$ cat src/rtl/decode_ctrl.sv
// decode_ctrl: walks one Kyber byte-array object out of a 64-bit source RAM,
// feeds the decode bit-unpacker through a 2-entry prefetch FIFO and tags its output words.
module decode_ctrl #(
    parameter int AW = 8
) (
    input  logic          i_clk,
    input  logic          i_rst,
    input  logic          i_start,
    input  logic [1:0]    i_mode,
    input  logic [2:0]    i_k,
    input  logic          i_du,
    input  logic          i_dv,
    input  logic [AW-1:0] i_base_addr,
    output logic          o_rd_en,
    output logic [AW-1:0] o_rd_addr,
    input  logic [63:0]   i_rd_data,
    output logic [3:0]    o_dec_l,
    output logic [63:0]   o_dec_ibytes,
    output logic          o_dec_ibytes_valid,
    input  logic          i_dec_ibytes_ready,
    input  logic [63:0]   i_dec_coeffs,
    input  logic          i_dec_coeffs_valid,
    input  logic          i_dec_done,
    output logic [63:0]   o_coeffs,
    output logic          o_coeffs_valid,
    output logic [2:0]    o_poly_idx,
    output logic [5:0]    o_word_idx,
    output logic          o_busy,
    output logic          o_done,
    output logic          o_err
);

    typedef enum logic [2:0] {
        S_IDLE,
        S_SETUP,
        S_FEED,
        S_DRAIN,
        S_DONE
    } state_t;

    // Bit width of polynomial idx within an object of the given mode.
    function automatic logic [3:0] poly_l(input logic [1:0] mode, input logic [2:0] k,
                                          input logic du, input logic dv,
                                          input logic [2:0] idx);
        logic [3:0] l;
        case (mode)
            2'd0:    l = 4'd12;
            2'd1:    l = (idx < k) ? (du ? 4'd11 : 4'd10) : (dv ? 4'd5 : 4'd4);
            default: l = 4'd1;
        endcase
        return l;
    endfunction

    state_t        state_reg, state_next;
    logic [1:0]    mode_reg, mode_next;
    logic [2:0]    k_reg, k_next;
    logic          du_reg, du_next;
    logic          dv_reg, dv_next;
    logic [AW-1:0] addr_reg, addr_next;
    logic [2:0]    poly_reg, poly_next;
    logic [3:0]    l_reg, l_next;
    logic [5:0]    issued_reg, issued_next;
    logic [5:0]    xfer_reg, xfer_next;
    logic          err_reg, err_next;
    logic          done_reg;

    logic [63:0]   fifo_mem [2];
    logic          wr_ptr_reg;
    logic          rd_ptr_reg;
    logic [1:0]    count_reg, count_next;
    logic          rd_pend_reg;

    logic          cv_reg;
    logic [2:0]    poly_out_reg;
    logic [5:0]    word_reg;

    logic [2:0]    n_polys;
    logic [5:0]    words;
    logic          head_valid;
    logic [63:0]   head;
    logic          pop;
    logic          push;
    logic [2:0]    occ;
    logic          rd_en;
    logic          legal_start;

    always_comb begin
        case (mode_reg)
            2'd0:    n_polys = k_reg;
            2'd1:    n_polys = k_reg + 3'd1;
            default: n_polys = 3'd1;
        endcase
    end

    assign words       = {l_reg, 2'b00};
    assign legal_start = (i_mode != 2'd3) && (i_k >= 3'd2) && (i_k <= 3'd4);

    // The word returning from the RAM this cycle is presented directly when the
    // FIFO is empty, so the first valid appears one cycle after the first read.
    assign head_valid = (count_reg != 2'd0) || rd_pend_reg;
    assign head       = (count_reg != 2'd0) ? fifo_mem[rd_ptr_reg] :
                        (rd_pend_reg ? i_rd_data : 64'd0);
    assign pop        = head_valid && i_dec_ibytes_ready && (state_reg == S_FEED);
    assign push       = rd_pend_reg && !(pop && (count_reg == 2'd0));

    // Occupancy after this cycle's pop, counting the read still in flight.
    assign occ   = {1'b0, count_reg} + {2'b00, rd_pend_reg} - {2'b00, pop};
    assign rd_en = ((state_reg == S_SETUP) || (state_reg == S_FEED)) &&
                   (occ < 3'd2) && (issued_reg < words);
    assign count_next = count_reg + {1'b0, rd_pend_reg} - {1'b0, pop};

    always_comb begin
        state_next  = state_reg;
        mode_next   = mode_reg;
        k_next      = k_reg;
        du_next     = du_reg;
        dv_next     = dv_reg;
        addr_next   = addr_reg;
        poly_next   = poly_reg;
        l_next      = l_reg;
        issued_next = issued_reg;
        xfer_next   = xfer_reg;
        err_next    = err_reg;

        if (rd_en) begin
            addr_next   = addr_reg + AW'(1);
            issued_next = issued_reg + 6'd1;
        end
        if (pop) begin
            xfer_next = xfer_reg + 6'd1;
        end

        case (state_reg)
            S_IDLE: begin
                if (i_start) begin
                    mode_next = i_mode;
                    k_next    = i_k;
                    du_next   = i_du;
                    dv_next   = i_dv;
                    err_next  = !legal_start;
                    if (legal_start) begin
                        addr_next   = i_base_addr;
                        poly_next   = 3'd0;
                        l_next      = poly_l(i_mode, i_k, i_du, i_dv, 3'd0);
                        issued_next = 6'd0;
                        xfer_next   = 6'd0;
                        state_next  = S_SETUP;
                    end else begin
                        state_next = S_DONE;
                    end
                end
            end
            S_SETUP: state_next = S_FEED;
            S_FEED: begin
                if (pop && (xfer_reg == words - 6'd1)) begin
                    state_next = S_DRAIN;
                end
            end
            S_DRAIN: begin
                if (i_dec_done) begin
                    if ((poly_reg + 3'd1) < n_polys) begin
                        poly_next   = poly_reg + 3'd1;
                        l_next      = poly_l(mode_reg, k_reg, du_reg, dv_reg, poly_reg + 3'd1);
                        issued_next = 6'd0;
                        xfer_next   = 6'd0;
                        state_next  = S_SETUP;
                    end else begin
                        state_next = S_DONE;
                    end
                end
            end
            S_DONE:  state_next = S_IDLE;
            default: state_next = S_IDLE;
        endcase
    end

    always_ff @(posedge i_clk or posedge i_rst) begin
        if (i_rst) begin
            state_reg    <= S_IDLE;
            mode_reg     <= 2'd0;
            k_reg        <= 3'd0;
            du_reg       <= 1'b0;
            dv_reg       <= 1'b0;
            addr_reg     <= '0;
            poly_reg     <= 3'd0;
            l_reg        <= 4'd0;
            issued_reg   <= 6'd0;
            xfer_reg     <= 6'd0;
            err_reg      <= 1'b0;
            done_reg     <= 1'b0;
            wr_ptr_reg   <= 1'b0;
            rd_ptr_reg   <= 1'b0;
            count_reg    <= 2'd0;
            rd_pend_reg  <= 1'b0;
            cv_reg       <= 1'b0;
            poly_out_reg <= 3'd0;
            word_reg     <= 6'd0;
        end else begin
            state_reg    <= state_next;
            mode_reg     <= mode_next;
            k_reg        <= k_next;
            du_reg       <= du_next;
            dv_reg       <= dv_next;
            addr_reg     <= addr_next;
            poly_reg     <= poly_next;
            l_reg        <= l_next;
            issued_reg   <= issued_next;
            xfer_reg     <= xfer_next;
            err_reg      <= err_next;
            done_reg     <= (state_reg == S_DONE);
            count_reg    <= count_next;
            rd_pend_reg  <= rd_en;
            if (push) begin
                wr_ptr_reg <= ~wr_ptr_reg;
            end
            if (pop && (count_reg != 2'd0)) begin
                rd_ptr_reg <= ~rd_ptr_reg;
            end
            // decode registers its coefficient data one cycle behind its valid
            cv_reg       <= i_dec_coeffs_valid;
            poly_out_reg <= poly_reg;
            if (state_reg == S_SETUP) begin
                word_reg <= 6'd0;
            end else if (cv_reg) begin
                word_reg <= word_reg + 6'd1;
            end
        end
    end

    always_ff @(posedge i_clk) begin
        if (push) begin
            fifo_mem[wr_ptr_reg] <= i_rd_data;
        end
    end

    assign o_rd_en            = rd_en;
    assign o_rd_addr          = addr_reg;
    assign o_dec_l            = l_reg;
    assign o_dec_ibytes       = head;
    assign o_dec_ibytes_valid = head_valid;
    assign o_coeffs           = cv_reg ? i_dec_coeffs : 64'd0;
    assign o_coeffs_valid     = cv_reg;
    assign o_poly_idx         = poly_out_reg;
    assign o_word_idx         = word_reg;
    assign o_busy             = (state_reg != S_IDLE);
    assign o_done             = done_reg;
    assign o_err              = err_reg;

endmodule

$ cat config.mk
export PLATFORM = sky130hd
export DESIGN_NAME = decode_ctrl
export DESIGN_NICKNAME = d
export VERILOG_FILES = /design/src/rtl/decode_ctrl.sv
export SDC_FILE = /design/constraint.sdc
export NUM_CORES = 1
export LEC_CHECK = 0
export ABC_AREA = 1
export CAP_MARGIN = 25
export CELL_PAD_IN_SITES_DETAIL_PLACEMENT = 1
export CELL_PAD_IN_SITES_GLOBAL_PLACEMENT = 1
export CORE_ASPECT_RATIO = 0.5
export CORE_MARGIN = 2
export CORE_UTILIZATION = 34
export DETAILED_ROUTE_END_ITERATION = 6
export GPL_TIMING_DRIVEN = 0
export HOLD_SLACK_MARGIN = 0.06
export PLACE_DENSITY_LB_ADDON = 0.1
export RECOVER_POWER = 50
export SLEW_MARGIN = 20
export SYNTH_ARGS = -nofsm -noshare
export SYNTH_HDL_FRONTEND = slang
export SYNTH_SLANG_ARGS = --single-unit
$ cat constraint.sdc
create_clock -name i_clk -period 5.1 [get_ports i_clk]
set_clock_uncertainty 0.15 [all_clocks]
set_input_delay 1.275 -clock i_clk [delete_from_list [all_inputs] [get_ports i_clk]]
set_output_delay 1.275 -clock i_clk [all_outputs]
set_load 0.02 [all_outputs]
[Word level (Yosys, flattened, before mapping)]
Memory sizes are Yosys's and may differ from the RTL's.
Index checks and enable logic that the tools add are counted.
Storage, ports and cells
  RAM bits: 128
  memories kept: 1
  bits in registers: 54
  output and inout bits: 155
Operators by class
  bitwise logic cells: 2
  magnitude comparators: 7
  reduce and logical (&&, ||, !) cells: 25
  equality and inequality tests: 13
  muxes and demuxes: 48
  add/sub/neg operators: 11
Memories
  fifo_mem: depth 2, width 64, rd ports 1, clocked after memory_dff 0, write ports 1, line 67  | logic [63:0] fifo_mem [2];
Operator list (number)
  two-way mux 64 bit: 3
  two-way mux 6 bit: 12
  two-way mux 8 bit: 4
  two-way mux 3 bit: 9
  two-way mux 4 bit: 6
  case mux 4 bit (2 select lines): 3
  case mux 6 bit (2 select lines): 2
  adder 6 x 1 -> 6 bit (second input constant): 3
  case mux 3 bit (2 select lines): 2
  case mux 3 bit (4 select lines): 1
  logical AND 1 bit: 10
  inequality test 2 bit (second input constant): 5
  adder 8 x 1 -> 8 bit (second input constant): 1
  adder 3 x 1 -> 3 bit (second input constant): 2
  equality test 3 x 2 -> 1 bit (second input constant): 2
  equality test 6 bit: 1
  zero test 2 bit: 3
  < comparator 3 bit: 2
  < comparator 6 bit: 1
  two-way mux 1 bit: 6
  nonzero test 2 bit: 3
  subtractor 6 x 1 -> 6 bit (second input constant): 1
  AND reduction 5 bit: 1
  equality test 2 x 1 -> 1 bit (second input constant): 2
  18 further kinds: 21

[Longest topological paths before layout]
Gate-level depths: netlist of run 1.
  word-level depth: 12
  gate-level depth with buffers: 20
  mapped depth without buffers: 19

[Worst setup path before layout of run 1]
OpenSTA, ideal clock, no wires.
  kind: input to register
  from: input i_dec_ibytes_ready
  to: memory fifo_mem[0][0] (enable)
  setup slack: 0.256 ns
  stages on the path: 3
  data required time: 4.463 ns
  data arrival time: 4.208 ns
  library setup time: 0.487 ns
  cell sequence: nand3_1 > o21ai_1 > nor2_1
On the way
  word-level cells in the longest chain between the ends: 7
Ends and longest elaborated chain
  start: declaration: line 20  | input logic i_dec_ibytes_ready,
  logical AND 1 bit (2 in series): line 103  | assign pop = head_valid && i_dec_ibytes_ready && (state_reg == S_FEED);
  logical AND 1 bit: line 104  | assign push = rd_pend_reg && !(pop && (count_reg == 2'd0));
  zero test 1 bit: line 104
  logical AND 1 bit: line 104
  two-way mux 1 bit: line 231  | if (push) begin
  two-way mux 1 bit (not written as such): line 232  | fifo_mem[wr_ptr_reg] <= i_rd_data;
  end: declaration: line 67
Every way passes these cells.

[Worst setup path in the final report of run 1]
  from: input i_dec_ibytes_ready
  to: output o_rd_en
On the way
  word-level cells in the longest chain between the ends: 6
Ends and longest elaborated chain
  logical AND 1 bit (2 in series): line 103
  subtractor 3 x 1 -> 3 bit: line 107  | assign occ = {1'b0, count_reg} + {2'b00, rd_pend_reg} - {2'b00, pop};
  < comparator 3 x 2 -> 1 bit: line 109  | (occ < 3'd2) && (issued_reg < words);
  logical AND 1 bit: line 108  | assign rd_en = ((state_reg == S_SETUP) || (state_reg == S_FEED)) &&
  logical AND 1 bit: line 109
  end: declaration: line 14  | output logic o_rd_en,
Every way passes these cells.

==> results by group, run 1 <==
Setup path
  – Worst setup endpoint: o_rd_en
  – End of the worst register-to-register path: fifo_mem[1][30]
  – Crit-path cells: dlygate4sd2_1 > nand2_1 > nor2_4 > ha_1 > inv_1 > ha_1 > inv_1 > fa_1 > inv_1 > nor2_1 > nand2_1 > nor2_4 > nand2_2 > nor2_4 > buf_6 > buf_4
  – Crit path max-delay family: adder cells
  – Total buffers and inverters traversed by the critical path: 6
  – Critical Path Fanout Max: 2
  – Critical Path Max Stage Delay: 470 ps
  – Data arrival, critical path: 3500 ps
  – Slowest CP cell: fa_1
  – Reg-to-reg setup timing slack: 1400 ps
  – WP depth: 16
  – Startpoint types: input pin
  – Req. time, crit path: 3670 ps
  – Setup CP Type: in -> out
  – CP Launch Point: i_dec_ibytes_ready
  – Cells on worst reg2reg path: 6
  – RR Startpoint: count_reg[1]
  – CP endpoint kind: primary output

STA
  – Slew @ Worst Pin: 2511 ps
  – Fmax achieved: 0.2032 GHz
  – Final Hold Viols: 0
  – Setup-failing EPs final: 0
  – Min setup slack post-route: 178.3 ps
  – Crit path time final: 4922 ps
  – RSZ-0062 raised after global routing: no
  – Crit share post-route: 0.9650
  – Slew HR: -0.6833
  – Fin. max-slew vios: 73
  – Worst hold margin: 275.4 ps

Layout
  – Fillers: 2903
  – Largest reg by FF count: fifo_mem
  – Fraction of layout cells with a size suffix above 1: 0.04455
  – Final Net Count: 1455
  – Max reg flops: 128
  – P&R area growth vs syn: 46.89%

Route
  – Vias: 7995
  – DRC Markers: 0
  – Post-DRT Antenna Nets: 0
  – WL final: 29760 um
  – WL per Instance: 18.04 um
  – Drt first-iter violations: 367
  – Vias per cell: 4.845
  – Pre-antenna DRT Iters: 4

Synth
  – Synth cell count leaders: 165 x nand2_1, 151 x o21ai_0, 128 x edfxtp_1, 125 x inv_1, 107 x nor2_1
  – Share of the synthesized area in the top cell type: 0.4343
  – Synthesized flop and latch total: 182
  – Main combinational cell family by area after synthesis: simple AND/OR/NAND/NOR gates
  – Number of synthesized flops with an enable pin: 128
  – Synth Area in Adders: 0.02488
  – Count leader, synth: nand2_1
  – Synthesized cell area: 8851 um2
  – Mapped Cells: 959
  – Post-Syn Nets: 1125
  – Top post-synthesis cells by area: edfxtp_1 43%, dfrtp_1 15%, o21ai_0 8.5%, nand2_1 7.0%, inv_1 5.3%
  – Top_reg_cell synth: edfxtp_1
  – Largest area contributor in the netlist: edfxtp_1
  – Yosys cell types: 37
  – Post-Synth Simple-Gate Area: 0.1852
  – Xor-xnor portion of the synthesized cell area: 0.01484
  – Ys async rst share: 0.2967
  – Post-synthesis mux area share: 0.003675
  – Avg Cell Area, Syn: 9.229 um2
  – Ys Warns: 0
  – Sequential share of the synthesized area: 0.5869
  – Compound-Gate Fraction of Synth Area: 0.1083

Clocking
  – Worst-case clock buffer depth: 2
  – Skew-Pair Late Insertion Delay: 450 ps
  – CTS Sinks: 182
  – TritonCTS Buffers: 17
  – # H-tree levels: 4
  – Clock-pin slew on the worst setup and hold paths: 70 ps
  – Root buffer cell: clkbuf_16
  – CTS tree: yes

Power
  – Pleak: 5.363 nW
  – Pwr Density: 538.6 nW/um2
  – VDD IR-drop max: 0.2982 mV

Global route
  – Grt ovf: 0
  – GRT Total Usage: 0.2247
  – Largest net degree at the start of global routing: 55
  – Initial antenna violation count: 4
  – First-pass GRT wire length: 47800 um
  – Number of global-route vias before repair: 8892

Placed design
  – PortBufs: 303
  – DP Worst Slack: -1105 ps
  – DP Wirelength: 22150 um
  – Placer Congestion: 0.8435

Floorplan
  – Core Region: 25390 um2
  – Placement Rows: 41
  – IO Pins: 304
  – Die ar.: 27420 um2
  – Die Height: 118.1 um
  – Die extent in x: 232.2 um
  – Initial core utilization: 0.3486

Run
  – Max-cap violations: 2

Hold path
  – Hold path depth: 0
  – Worst hold path class: reg -> reg

Status
  – Status: finished, violations left
  – Violated checks: max-capacitance violations, max-slew violations
## cell type report
class	count	area [um2]	area share
diodes	4	10.01	0.0007699
plain buffers	48	192.7	0.01482
clock buffers	18	429.2	0.03301
clock inverters	14	173.9	0.01338
inverters	127	478.0	0.03676
multi-input cells	602	2977	0.2289
flip-flops and latches	182	5195	0.3996
well taps	344	430.4	0.03311
repair buffers	311	3115	0.2396
## power breakdown
| part | total [mW] | switching, mW | internal (mW) |
|---|---|---|---|
| Clock | 1.38 | 0.601 | 0.777 |
| Sequential | 2.05 | 0.196 | 1.86 |
| Combinational | 3.57 | 2.16 | 1.41 |
| Total | 7.00 | 2.95 | 4.05 |
## cell families after synthesis
kind of cell,count (synthesis)
multiplexers,3
buffers and inverters,175
flip-flops,182
XOR/XNOR,15
AO/OA/AOI/OAI,183
AND/OR/NAND/NOR,384
adder cells (fa/ha/maj),17
## routing by layer
metal  global-route usage  part of all wire  wire (um)
met2               0.4031              0.52      15470
met4              0.08053             0.021        615
met3              0.06153             0.055       1636
met5                    0                 0          0
met1               0.2553              0.40      12040
## worst reg2reg max path: stages, from the launching register on
cell      delay (ps)
dfrtp_1          410
nor2_1           120
inv_1             90
clkbuf_1         500
o21ai_0          320
nor2_1           690
clkbuf_1        1030
## through the flow
step / utilization / TNS (ps) / total power [mW] / instance area [um2] / std cells
2_1_floorplan: - / 0 / 4.033 / 8851 / 959
3_3_place_gp: 0.4849 / -281200 / 5.559 / 12310 / 1606
3_5_place_dp: 0.4902 / -1105 / 5.684 / 12450 / 1611
4_1_cts: 0.5154 / 0 / 7.144 / 13090 / 1646
5_1_grt: 0.5120 / 0 / 7.482 / 13000 / 1650
6_report: 0.5120 / 0 / 7.003 / 13000 / 1650
## what timing repair did
action | CTS | global route
setup buffers | 3 | 0
setup endpoints to repair | 1 | 0
hold buffers | 0 | 0
gates resized for setup | 11 | 0
## cell usage in the layout, fill, tap and decap left out, types with 2 or more instances in the layout
cell	synthesis	routed
clkdlybuf4s50_1	0	233
nand2_1	165	165
o21ai_0	151	154
edfxtp_1	128	128
inv_1	125	124
nor2_1	107	108
nand3_1	86	86
dlygate4sd3_1	0	68
dfrtp_1	54	54
clkbuf_1	37	43
clkbuf_16	0	17
ha_1	16	16
xor2_1	14	14
a21oi_1	13	13
nor3_1	6	6
buf_1	6	6
diode_2	0	4
clkinv_1	1	4
nor2_4	3	4
a31oi_1	4	4
buf_4	2	4
nand4_1	4	4
o21a_1	3	3
or2_2	3	3
o21ai_2	5	3
bufinv_16	0	3
inv_8	0	3
buf_12	0	3
o21ai_1	3	2
nand2_4	2	2
nand3_2	2	2
nand2_2	2	2
o21bai_1	2	2
mux2_2	2	2
clkinv_4	0	2
## worst min path at each step
stage	start	end	slack [ps]
2_1_floorplan	poly_reg[1]	o_poly_idx[1]	230
3_3_place_gp	poly_reg[1]	o_poly_idx[1]	250
3_5_place_dp	poly_reg[1]	o_poly_idx[1]	270
4_1_cts	poly_reg[1]	o_poly_idx[1]	280
5_1_grt	poly_reg[1]	o_poly_idx[1]	300
6_report	poly_reg[1]	o_poly_idx[1]	280
No activity file was read; power rests on OpenSTA's default activity.
==> inputs of run 2 (changes only) <==
--- a/config.mk
+++ b/config.mk
@@ -17,6 +17,7 @@
 export HOLD_SLACK_MARGIN = 0.06
 export PLACE_DENSITY_LB_ADDON = 0.1
 export RECOVER_POWER = 50
+export REMOVE_ABC_BUFFERS = 1
 export SLEW_MARGIN = 20
 export SYNTH_ARGS = -nofsm -noshare
 export SYNTH_HDL_FRONTEND = slang
==> run 2 against run 1 <==
Net effect:
- the run still ends with max-capacitance violations, max-slew violations left
- global-route usage shrank 0.89 points
- via count fell by 1.9%
- count of clock-buffer cells in the layout decreased by 1
- non-clock buffer count decreased by 39
- first-iteration DRC count shrank 5.4%
- cell area increased by 0.21%
- core utilization rose by 0.11 points
- sequential share of layout area about the same
- critical path depth decreased by 1
- clock power increased by 3%
- critical path type unchanged
- critical endpoint unchanged
- largest cell class unchanged
==> results by group, run 2 (same netlist as run 1, synthesis figures left out) <==
Layout
  – Most common cell after layout, fill and taps aside: clkdlybuf4s50_1
  – Largest reg by FF count: fifo_mem
  – P&R area growth vs syn: 47.20%
  – Max reg flops: 128 (unchanged)
  – Most frequent cells in the layout: 227 x clkdlybuf4s50_1, 165 x nand2_1, 153 x o21ai_0, 128 x edfxtp_1, 122 x inv_1
  – Final Net Count: 1416 (-2.7%)
  – Fraction of layout cells with a size suffix above 1: 0.05859 (+0.01404)

Power
  – Tot Pwr: 7.052 mW (+0.71%)
  – VDD IR-drop max: 0.2355 mV (-21%)
  – Pleak: 5.384 nW (+0.40%)
  – Pwr Density: 541.3 nW/um2 (+0.49%)

Setup path
  – Startpoint types: input pin
  – CP endpoint kind: primary output
  – Req. time, crit path: 3670 ps (about the same)
  – Critical Path Fanout Max: 2 (unchanged)
  – Reg-to-reg setup timing slack: 660 ps (-740 ps)
  – Setup CP Type: in -> out
  – Data arrival, critical path: 3480 ps (-20 ps)

Route
  – Vias per cell: 4.873 (+0.56%)
  – Vias: 7840 (-1.9%)
  – DRC Markers: 0 (unchanged)
  – Drt first-iter violations: 347 (-5.4%)
  – Pre-antenna DRT Iters: 4 (unchanged)
  – WL final: 29250 um (-1.7%)
  – WL per Instance: 18.18 um (+0.78%)
  – Post-DRT Antenna Nets: 0 (unchanged)

Floorplan
  – Core Region: 25390 um2 (unchanged)
  – Die extent in x: 232.2 um (unchanged)
  – Die Height: 118.1 um (unchanged)
  – Placement Rows: 41 (unchanged)
  – Initial core utilization: 0.3486 (unchanged)
  – IO Pins: 304 (unchanged)
  – Die ar.: 27420 um2 (unchanged)

Global route
  – Number of global-route vias before repair: 8386 (-5.7%)
  – Grt ovf: 0 (unchanged)
  – First-pass GRT wire length: 46150 um (-3.4%)
  – Initial antenna violation count: 2 (-2)
  – Largest net degree at the start of global routing: 67 (+22%)
  – GRT Total Usage: 0.2158 (-0.008888)

STA
  – RSZ-0062 raised after global routing: no
  – Final Hold Viols: 0 (unchanged)
  – Slew @ Worst Pin: 2249 ps (-262.1 ps)
  – Fin. max-slew vios: 42 (-42%)
  – Min setup slack post-route: 197.1 ps (+18.89 ps)
  – Fmax achieved: 0.2040 GHz (+0.39%)
  – Crit path time final: 4903 ps (-18.89 ps)
  – Setup-failing EPs final: 0 (unchanged)
  – Worst hold margin: 263.9 ps (-11.49 ps)
  – Crit share post-route: 0.9613 (-0.003703)
  – Slew HR: -0.4994 (+0.1839)

Clocking
  – Skew-Pair Late Insertion Delay: 440 ps (about the same)
  – TritonCTS Buffers: 17 (unchanged)
  – # H-tree levels: 4 (unchanged)
  – CTS tree: yes
  – Clock-pin slew on the worst setup and hold paths: 70 ps (about the same)
  – Worst-case clock buffer depth: 2 (unchanged)
  – Root buffer cell: clkbuf_16
  – CTS Sinks: 182 (unchanged)

Run
  – Max-cap violations: 1 (-1)

Placed design
  – DP Worst Slack: -1106 ps (-0.9600 ps)
  – PortBufs: 303 (unchanged)
  – Placer Congestion: 0.7927 (-6.0%)
  – DP Wirelength: 20440 um (-7.7%)

Status
  – Violated checks: max-capacitance violations, max-slew violations
  – Status: finished, violations left

Hold path
  – Worst hold path class: reg -> reg
run 2: stage by stage:
| step | instance area [um2] | TNS, ps | util | instances |
|---|---|---|---|---|
| after floorplan | 8653 | -263470 | - | 911 |
| after global placement | 12120 | -1148520 | 0.4772 | 1558 |
| after detailed placement | 12440 | -1106 | 0.4899 | 1570 |
| after CTS | 13110 | 0 | 0.5162 | 1605 |
| after global routing | 13030 | 0 | 0.5131 | 1609 |
| final | 13030 | 0 | 0.5131 | 1609 |
run 2: worst max-delay path, cell delays in order:
cell and delay [ps]:
dlygate4sd2_1 240, nand2_1 100, nor2_4 140, ha_1 250, inv_1 70, ha_1 130
inv_1 50, fa_1 470, inv_1 60, nor2_1 80, nand2_1 60, nor2_2 160
nand2_2 80, nor2_4 160, buf_6 140
run 2: power by group:
group,internal [mW],switching [mW],total (mW)
clock network,0.794,0.622,1.42
registers,1.86,0.278,2.14
logic,1.42,2.08,3.50
total,4.07,2.98,7.05
run 2: path summary, 6_finish.rpt:
| check | cells past startpoint | endpoint | start |
|---|---|---|---|
| setup reg to reg | 7 | fifo_mem[1][56] | count_reg[1] |
| max in group asynchronous | 3 | rd_ptr_reg | i_rst |
| hold / removal | 0 | o_poly_idx[1] | poly_reg[1] |
| setup / recovery | 15 | o_rd_en | i_dec_ibytes_ready |
| hold reg to reg | 0 | o_poly_idx[1] | poly_reg[1] |
| min in group asynchronous | 2 | du_reg | i_rst |
run 2: cell type report:
type	instances	area (um2)
flip-flops and latches	182	5202
diodes	2	5.005
well taps	344	430.4
inverters	127	483.0
repair buffers	320	3289
multi-input cells	602	2984
fillers	2867	12360
clock inverters	15	209.0
clock buffers	17	425.4
run 2: what timing repair did:
item	in CTS	in global routing
hold buffers	0	0
endpoints found under the setup margin	1	1
pin swaps	4	0
gates cloned	0	1
setup buffers	3	1
gates resized for setup	10	0
run 2: layer usage:
metal / GRT usage / wire length (um) / vias to the layer above
met1: 0.2594 / 12220 / 3872
li1: - / - / 3768
met5: 0 / 0 / -
met4: 0.06691 / 463 / 0
met2: 0.3696 / 14820 / 173
met3: 0.06589 / 1744 / 27
